### src/rtl/alu_op_sequencer.sv
`default_nettype none
// ============================================================================
//  Module      : alu_op_sequencer
//  Description : Drives the ALU operand mux select lines for an accepted op,
//                waits SETTLE cycles, then samples and returns the mux result.
//  Revision    : 1.0 - initial release
// ============================================================================
module alu_op_sequencer #(
    parameter int WIDTH  = 4,
    parameter int SETTLE = 1
) (
    input  logic             clk,
    input  logic             rst,
    input  logic             req_valid,
    output logic             req_ready,
    input  logic [1:0]       req_op,
    output logic             sel_s1,
    output logic             sel_s2,
    input  logic [WIDTH-1:0] mux_out,
    output logic             rsp_valid,
    input  logic             rsp_ready,
    output logic [WIDTH-1:0] rsp_data,
    output logic [1:0]       rsp_op,
    output logic             rsp_zero,
    output logic             busy
);

    typedef enum logic [1:0] {
        ST_IDLE = 2'd0,
        ST_WAIT = 2'd1,
        ST_HOLD = 2'd2
    } state_t;

    localparam logic [3:0] C_SETTLE = 4'(SETTLE);

    state_t           r_state, w_state_nxt;
    logic [3:0]       r_cnt, w_cnt_nxt;
    logic [1:0]       r_sel, w_sel_nxt;
    logic [1:0]       r_op, w_op_nxt;
    logic             r_rsp_valid, w_rsp_valid_nxt;
    logic [WIDTH-1:0] r_rsp_data, w_rsp_data_nxt;
    logic [1:0]       r_rsp_op, w_rsp_op_nxt;
    logic             r_rsp_zero, w_rsp_zero_nxt;
    logic             w_accept;

    // A held result can be retired and a new op accepted on the same edge.
    assign req_ready = (r_state == ST_IDLE) || ((r_state == ST_HOLD) && rsp_ready);
    assign w_accept  = req_valid && req_ready;

    assign sel_s1    = r_sel[0];
    assign sel_s2    = r_sel[1];
    assign rsp_valid = r_rsp_valid;
    assign rsp_data  = r_rsp_data;
    assign rsp_op    = r_rsp_op;
    assign rsp_zero  = r_rsp_zero;
    assign busy      = (r_state != ST_IDLE);

    always_comb begin
        w_state_nxt     = r_state;
        w_cnt_nxt       = r_cnt;
        w_sel_nxt       = r_sel;
        w_op_nxt        = r_op;
        w_rsp_valid_nxt = r_rsp_valid;
        w_rsp_data_nxt  = r_rsp_data;
        w_rsp_op_nxt    = r_rsp_op;
        w_rsp_zero_nxt  = r_rsp_zero;

        case (r_state)
            ST_IDLE: begin
            end
            ST_WAIT: begin
                w_cnt_nxt = r_cnt - 4'd1;
                if (r_cnt == 4'd1) begin
                    w_rsp_data_nxt  = mux_out;
                    w_rsp_op_nxt    = r_op;
                    w_rsp_zero_nxt  = (mux_out == '0);
                    w_rsp_valid_nxt = 1'b1;
                    w_state_nxt     = ST_HOLD;
                end
            end
            ST_HOLD: begin
                if (rsp_ready) begin
                    w_rsp_valid_nxt = 1'b0;
                    w_state_nxt     = ST_IDLE;
                end
            end
            default: begin
                w_state_nxt = ST_IDLE;
            end
        endcase

        // Acceptance overrides the HOLD->IDLE transition for back-to-back ops.
        if (w_accept) begin
            w_sel_nxt   = req_op;
            w_op_nxt    = req_op;
            w_cnt_nxt   = C_SETTLE;
            w_state_nxt = ST_WAIT;
        end
    end

    always_ff @(posedge clk) begin
        assert (SETTLE >= 1 && SETTLE <= 15);
        if (rst) begin
            r_state     <= ST_IDLE;
            r_cnt       <= 4'd0;
            r_sel       <= 2'b00;
            r_op        <= 2'b00;
            r_rsp_valid <= 1'b0;
            r_rsp_data  <= '0;
            r_rsp_op    <= 2'b00;
            r_rsp_zero  <= 1'b0;
        end else begin
            r_state     <= w_state_nxt;
            r_cnt       <= w_cnt_nxt;
            r_sel       <= w_sel_nxt;
            r_op        <= w_op_nxt;
            r_rsp_valid <= w_rsp_valid_nxt;
            r_rsp_data  <= w_rsp_data_nxt;
            r_rsp_op    <= w_rsp_op_nxt;
            r_rsp_zero  <= w_rsp_zero_nxt;
        end
    end

endmodule
`default_nettype wire

### config.mk
export PLATFORM = sky130hd
export DESIGN_NAME = alu_op_sequencer
export DESIGN_NICKNAME = d
export VERILOG_FILES = /design/src/rtl/alu_op_sequencer.sv
export SDC_FILE = /design/constraint.sdc
export NUM_CORES = 1
export LEC_CHECK = 0
export CAP_MARGIN = 20
export CORE_MARGIN = 4
export CORE_UTILIZATION = 48
export DETAILED_ROUTE_END_ITERATION = 10
export PLACE_DENSITY = 0.82
export SKIP_CTS_REPAIR_TIMING = 1
export SYNTH_ARGS = -nofsm -noshare
export SYNTH_HDL_FRONTEND = slang
export SYNTH_SLANG_ARGS = --single-unit
### constraint.sdc
create_clock -name clk -period 2.55 [get_ports clk]
set_clock_uncertainty 0.05 [all_clocks]
set_input_delay 0.3825 -clock clk [delete_from_list [all_inputs] [get_ports clk]]
set_output_delay 0.3825 -clock clk [all_outputs]
set_load 0.02 [all_outputs]
* After elaboration in Yosys (flattened, before gate mapping) *
Index checks and enable logic that the tools add are counted.

cells by class
  add/sub/neg operators = 1
  equal/unequal tests = 8
  muxes and demuxes = 9
  bitwise operators = 1
  reductions and logical operators = 13

operator list
  kind                                                                   count
  3-bit AND reduction                                                    3
  2-bit != test, second input constant                                   3
  3-bit != test, second input constant                                   2
  2-bit case mux with 3 select lines                                     1
  2-bit nonzero test                                                     3
  1-bit 2-to-1 mux                                                       5
  4-bit by 1-bit equality test with 1-bit output, second input constant  1
  4-bit logical NOT                                                      1
  2-bit 2-to-1 mux                                                       2
  4-bit by 1-bit subtractor with 4-bit output, second input constant     1
  2-bit by 1-bit equality test with 1-bit output, second input constant  1
  2-bit equality test, second input constant                             1
  1-bit logical AND                                                      2
  2-bit logical NOT                                                      1
  1-bit case mux with 2 select lines                                     1
  2-bit AND reduction                                                    1
  2-bit OR reduction                                                     1
  1-bit logical OR                                                       1
  1-bit NOT                                                              1

storage, ports and cells
  register bits after elaboration = 16
  input bits = 10
  output and inout port bits = 12

* Longest topological paths before layout *
  depth in word-level cells = 6
  mapped depth = 6
  gate-level depth less buffers = 5

* Least setup slack after synthesis *
OpenSTA, ideal clock, no wires.

  kind = register to register
  from = register r_cnt[0]
  to = register r_rsp_data[0] (netlist: rsp_data[0])
  arrival time = 1.188 ns
  required time = 2.368 ns
  slack = 1.179 ns
  cell stages (with the launch flop) = 6
  buffers on the path = 1
  cells stage by stage = dfxtp_1 > ha_1 > or3b_1 > buf_6 > o21ai_1 > a21oi_1

on the way
  longest elaborated chain between the ends = 2

RTL lines
  item                                            line  text
  start: declaration                              37    logic [3:0] r_cnt, w_cnt_nxt;
  start signal: assignment                        114   r_cnt <= w_cnt_nxt;
  4-bit by 1-bit equality test with 1-bit output  73    if (r_cnt == 4'd1) begin
  2-bit AND reduction (no line)                   n/a
  end signal: assignment                          118   r_rsp_data <= w_rsp_data_nxt;
  end: declaration                                41    logic [WIDTH-1:0] r_rsp_data, w_rsp_data_nxt;

Every way passes these cells.
A chain may end at the register's enable or synchronous reset.

* Final worst setup path *
  from = input port rsp_ready
  to = output port req_ready

on the way
  longest elaborated chain between the ends = 2

RTL lines
  item                line  text
  start: declaration  21    input logic rsp_ready,
  1-bit logical AND   47    assign req_ready = (r_state == ST_IDLE) || ((r_state == ST_HOLD) && rsp_ready);
  1-bit logical OR    47
  end: declaration    15    output logic req_ready,

Every way passes these cells.

==> results.sh <==
export IMPL_antenna_found_initial=0
export IMPL_die_h_um=46.9
export IMPL_cts_buffer_depth=2
export IMPL_pwr_density_cell_nw_per_um2=593
export IMPL_drv_cap=0
export IMPL_whs_endpoint="rsp_valid$_SDFFE_PP0P_"
export IMPL_period_needed_ns=2.10
export IMPL_slew_limit_headroom_pct=65.7
export IMPL_area_sequential_um2=320
export IMPL_syn_nets=94
export IMPL_worstSkewPairLatency_ns=0.28
export IMPL_ir_drop_mv=0.363
export IMPL_synth_top_area_share_pct=44.1
export IMPL_layout_commonest_cell="clkdlybuf4s50_1"
export IMPL_critical_path_required_ns=2.12
export IMPL_io_pins=22
export IMPL_die_area_um2=2200
export IMPL_track_usage_pct=17.4
export IMPL_synth_seq_cells=16
export IMPL_critPathBufInv=2
export IMPL_dp_hpwl_um=1200
export IMPL_syn_area_um2=726
export IMPL_cts_tree="built"
export IMPL_synthTopCellsByArea="dfxtp_1, a21oi_1, nand3_1"
export IMPL_seq_area_frac_synth_pct=44.1
export IMPL_status="finished, final reports clean"
export IMPL_grt_pass1_vias=665
export IMPL_slowest_delay_ns=0.61
export IMPL_finalInstanceArea_um2=965
export IMPL_setup_viol=0
export IMPL_hold_path_depth=2
export IMPL_path_class="primary input to output pin"
export IMPL_vias=689
export IMPL_crit_path_frequent_cell="clkdlybuf4s50_1"
export IMPL_yosysWarnings=0
export IMPL_antenna_cells=0
export IMPL_ant_nets=0
export IMPL_multiInputGateArea_um2=372
export IMPL_die_w_um=46.9
export IMPL_clock_fmax_mhz=476
export IMPL_vias_per_cell=5.79
export IMPL_cts_sinks=16
export IMPL_drtPass1Iterations=4
export IMPL_rsz0062_at_grt="false"
export IMPL_totalNegativeSetupSlack_ns=0
export IMPL_numPortBuffers=21
export IMPL_rr_endpoint="rsp_op[0]$_SDFFE_PP0P_"
export IMPL_layout_common_cells="clkdlybuf4s50_1, dfxtp_1, a21oi_1"
export IMPL_cp_end_kind="output pin"
export IMPL_h_tree_depth=1
export IMPL_crit_fanout=4
export IMPL_drc=0
export IMPL_path_clk_slew_ns=0.10
export IMPL_crit_slowest_cell="clkdlybuf4s50_1"
export IMPL_start_kind="primary input"
export IMPL_core_area_um2=1370
export IMPL_syn_instance_count=82
export IMPL_placed_area_um2=928
export IMPL_cp_arrival_ns=1.67
export IMPL_hold_viol=0
export IMPL_detail_route_wl_per_cell_um=13.9
export IMPL_root_buffer="clkbuf_4"
export IMPL_reg2reg_depth=4
export IMPL_crit_chain="clkdlybuf4s50_1 -> nor2b_1 -> nor2_1 -> clkdlybuf4s50_1"
export IMPL_crit_family="buffers and inverters"
export IMPL_place_worst_setup_slack_ns=0.454
export IMPL_grt_overflow=0
export IMPL_gp_congestion=0.725
export IMPL_grt_pass1_wl_um=2680
export IMPL_fin_ws_ns=0.449
export IMPL_std_cell_rows=13
export IMPL_routed_wl_um=1650
export IMPL_synth_cell_types=27
export IMPL_rr_startpoint="r_cnt[0]$_SDFFE_PP0P_"
export IMPL_min_from="rsp_valid$_SDFFE_PP0P_"
export IMPL_utilization_pct=70.6
export IMPL_start_util_pct=53.1
export IMPL_p_leak_nw=0.335
export IMPL_synth_largest_area_cell="dfxtp_1"
export IMPL_hp_class="register to register"
export IMPL_drtIter0Drc=6
export IMPL_slew_viol_final=0
export IMPL_avgSynthCellArea_um2=8.85
export IMPL_cts_made_buffers=3
export IMPL_fillCellCount=114
export IMPL_worstMarginPinSlew_ns=0.512
export IMPL_syn_to_final_growth_pct=32.9
export IMPL_grt_max_degree=14
export IMPL_whs_ns=0.416
export IMPL_layout_nets=117
export IMPL_reg2reg_setup_slack_ns=1.02
export IMPL_layout_drive_gt1_share_pct=9.62
export IMPL_period_share_pct=82.4
==> worst min-delay path, cell delays in order, from the launching register on <==
cell and delay [ns]:
dfxtp_1 0.32, nand2_1 0.05, a21oi_1 0.05
==> final cells by class <==
| type | count | area share (%) |
|---|---|---|
| timing repair buffer | 21 | 21.8 |
| clock buffer | 4 | 3.76 |
| multi-input combinational | 61 | 38.5 |
| inverter | 2 | 0.778 |
| sequential | 16 | 33.2 |
| tap | 15 | 1.95 |
==> cell families (layout without fill, tap and decap cells) <==
kind of cell,Yosys count,count (layout),share of synthesized area (%)
XOR/XNOR,2,2,2.41
adder cells (fa/ha/maj),2,2,3.45
buffers and inverters,5,27,4.65
AO/OA/AOI/OAI,26,26,20.3
AND/OR/NAND/NOR,31,31,25.0
flip-flops,16,16,44.1
==> report_power, final <==
| group | switching [mW] | leakage (nW) | internal (mW) | total, mW |
|---|---|---|---|---|
| clock network | 0.0821 | 0.0210 | 0.0869 | 0.169 |
| logic | 0.0669 | 0.184 | 0.0571 | 0.124 |
| registers | 0.0151 | 0.130 | 0.264 | 0.279 |
| total | 0.164 | 0.335 | 0.408 | 0.572 |
==> Yosys cell counts, drive strengths merged <==
master and n:
nor4 1, inv 2, nor2b 2, a21o 1, a21oi 14, or3b 2, nand2b 3, dfxtp 16
o41ai 1, xnor2 1, nand3 9, or2 1, o21ai 9, and2b 1, nor3b 1, nor3 1
nor2 3, clkbuf 1, ha 2, nand3b 3, a211oi 1, buf 2, nand2 4, xor2 1
==> routing by layer <==
metal | routed length (µm) | vias to the layer above | GRT usage [%]
li1 | - | 337 | -
met1 | 711 | 325 | 18.1
met2 | 792 | 23 | 29.8
met3 | 129 | 4 | 6.13
met4 | 18 | 0 | 10.5
met5 | 0 | - | 0
==> sequential cells by signal (all words and copies together) (netlist names) <==
signal     cells
rsp_zero       1
r_op           2
rsp_valid      1
rsp_data       4
r_state        2
rsp_op         2
r_cnt          4
==> stage by stage <==
stage	power, mW	cells
2_1_floorplan	0.365	82
3_3_place_gp	0.405	115
3_5_place_dp	0.408	115
4_1_cts	0.575	119
5_1_grt	0.606	119
6_report	0.572	119
==> worst max-delay path by stage <==
stage	start	cells after the start	end
CTS	rsp_ready	4	req_ready
detailed placement	rsp_ready	4	req_ready
global route	rsp_ready	4	req_ready
global placement	rsp_ready	4	req_ready
floorplan	r_cnt[0]$_SDFFE_PP0P_	5	rsp_data[0]$_SDFFE_PP0P_
finish	rsp_ready	4	req_ready
(Power assumes the default switching activity.)
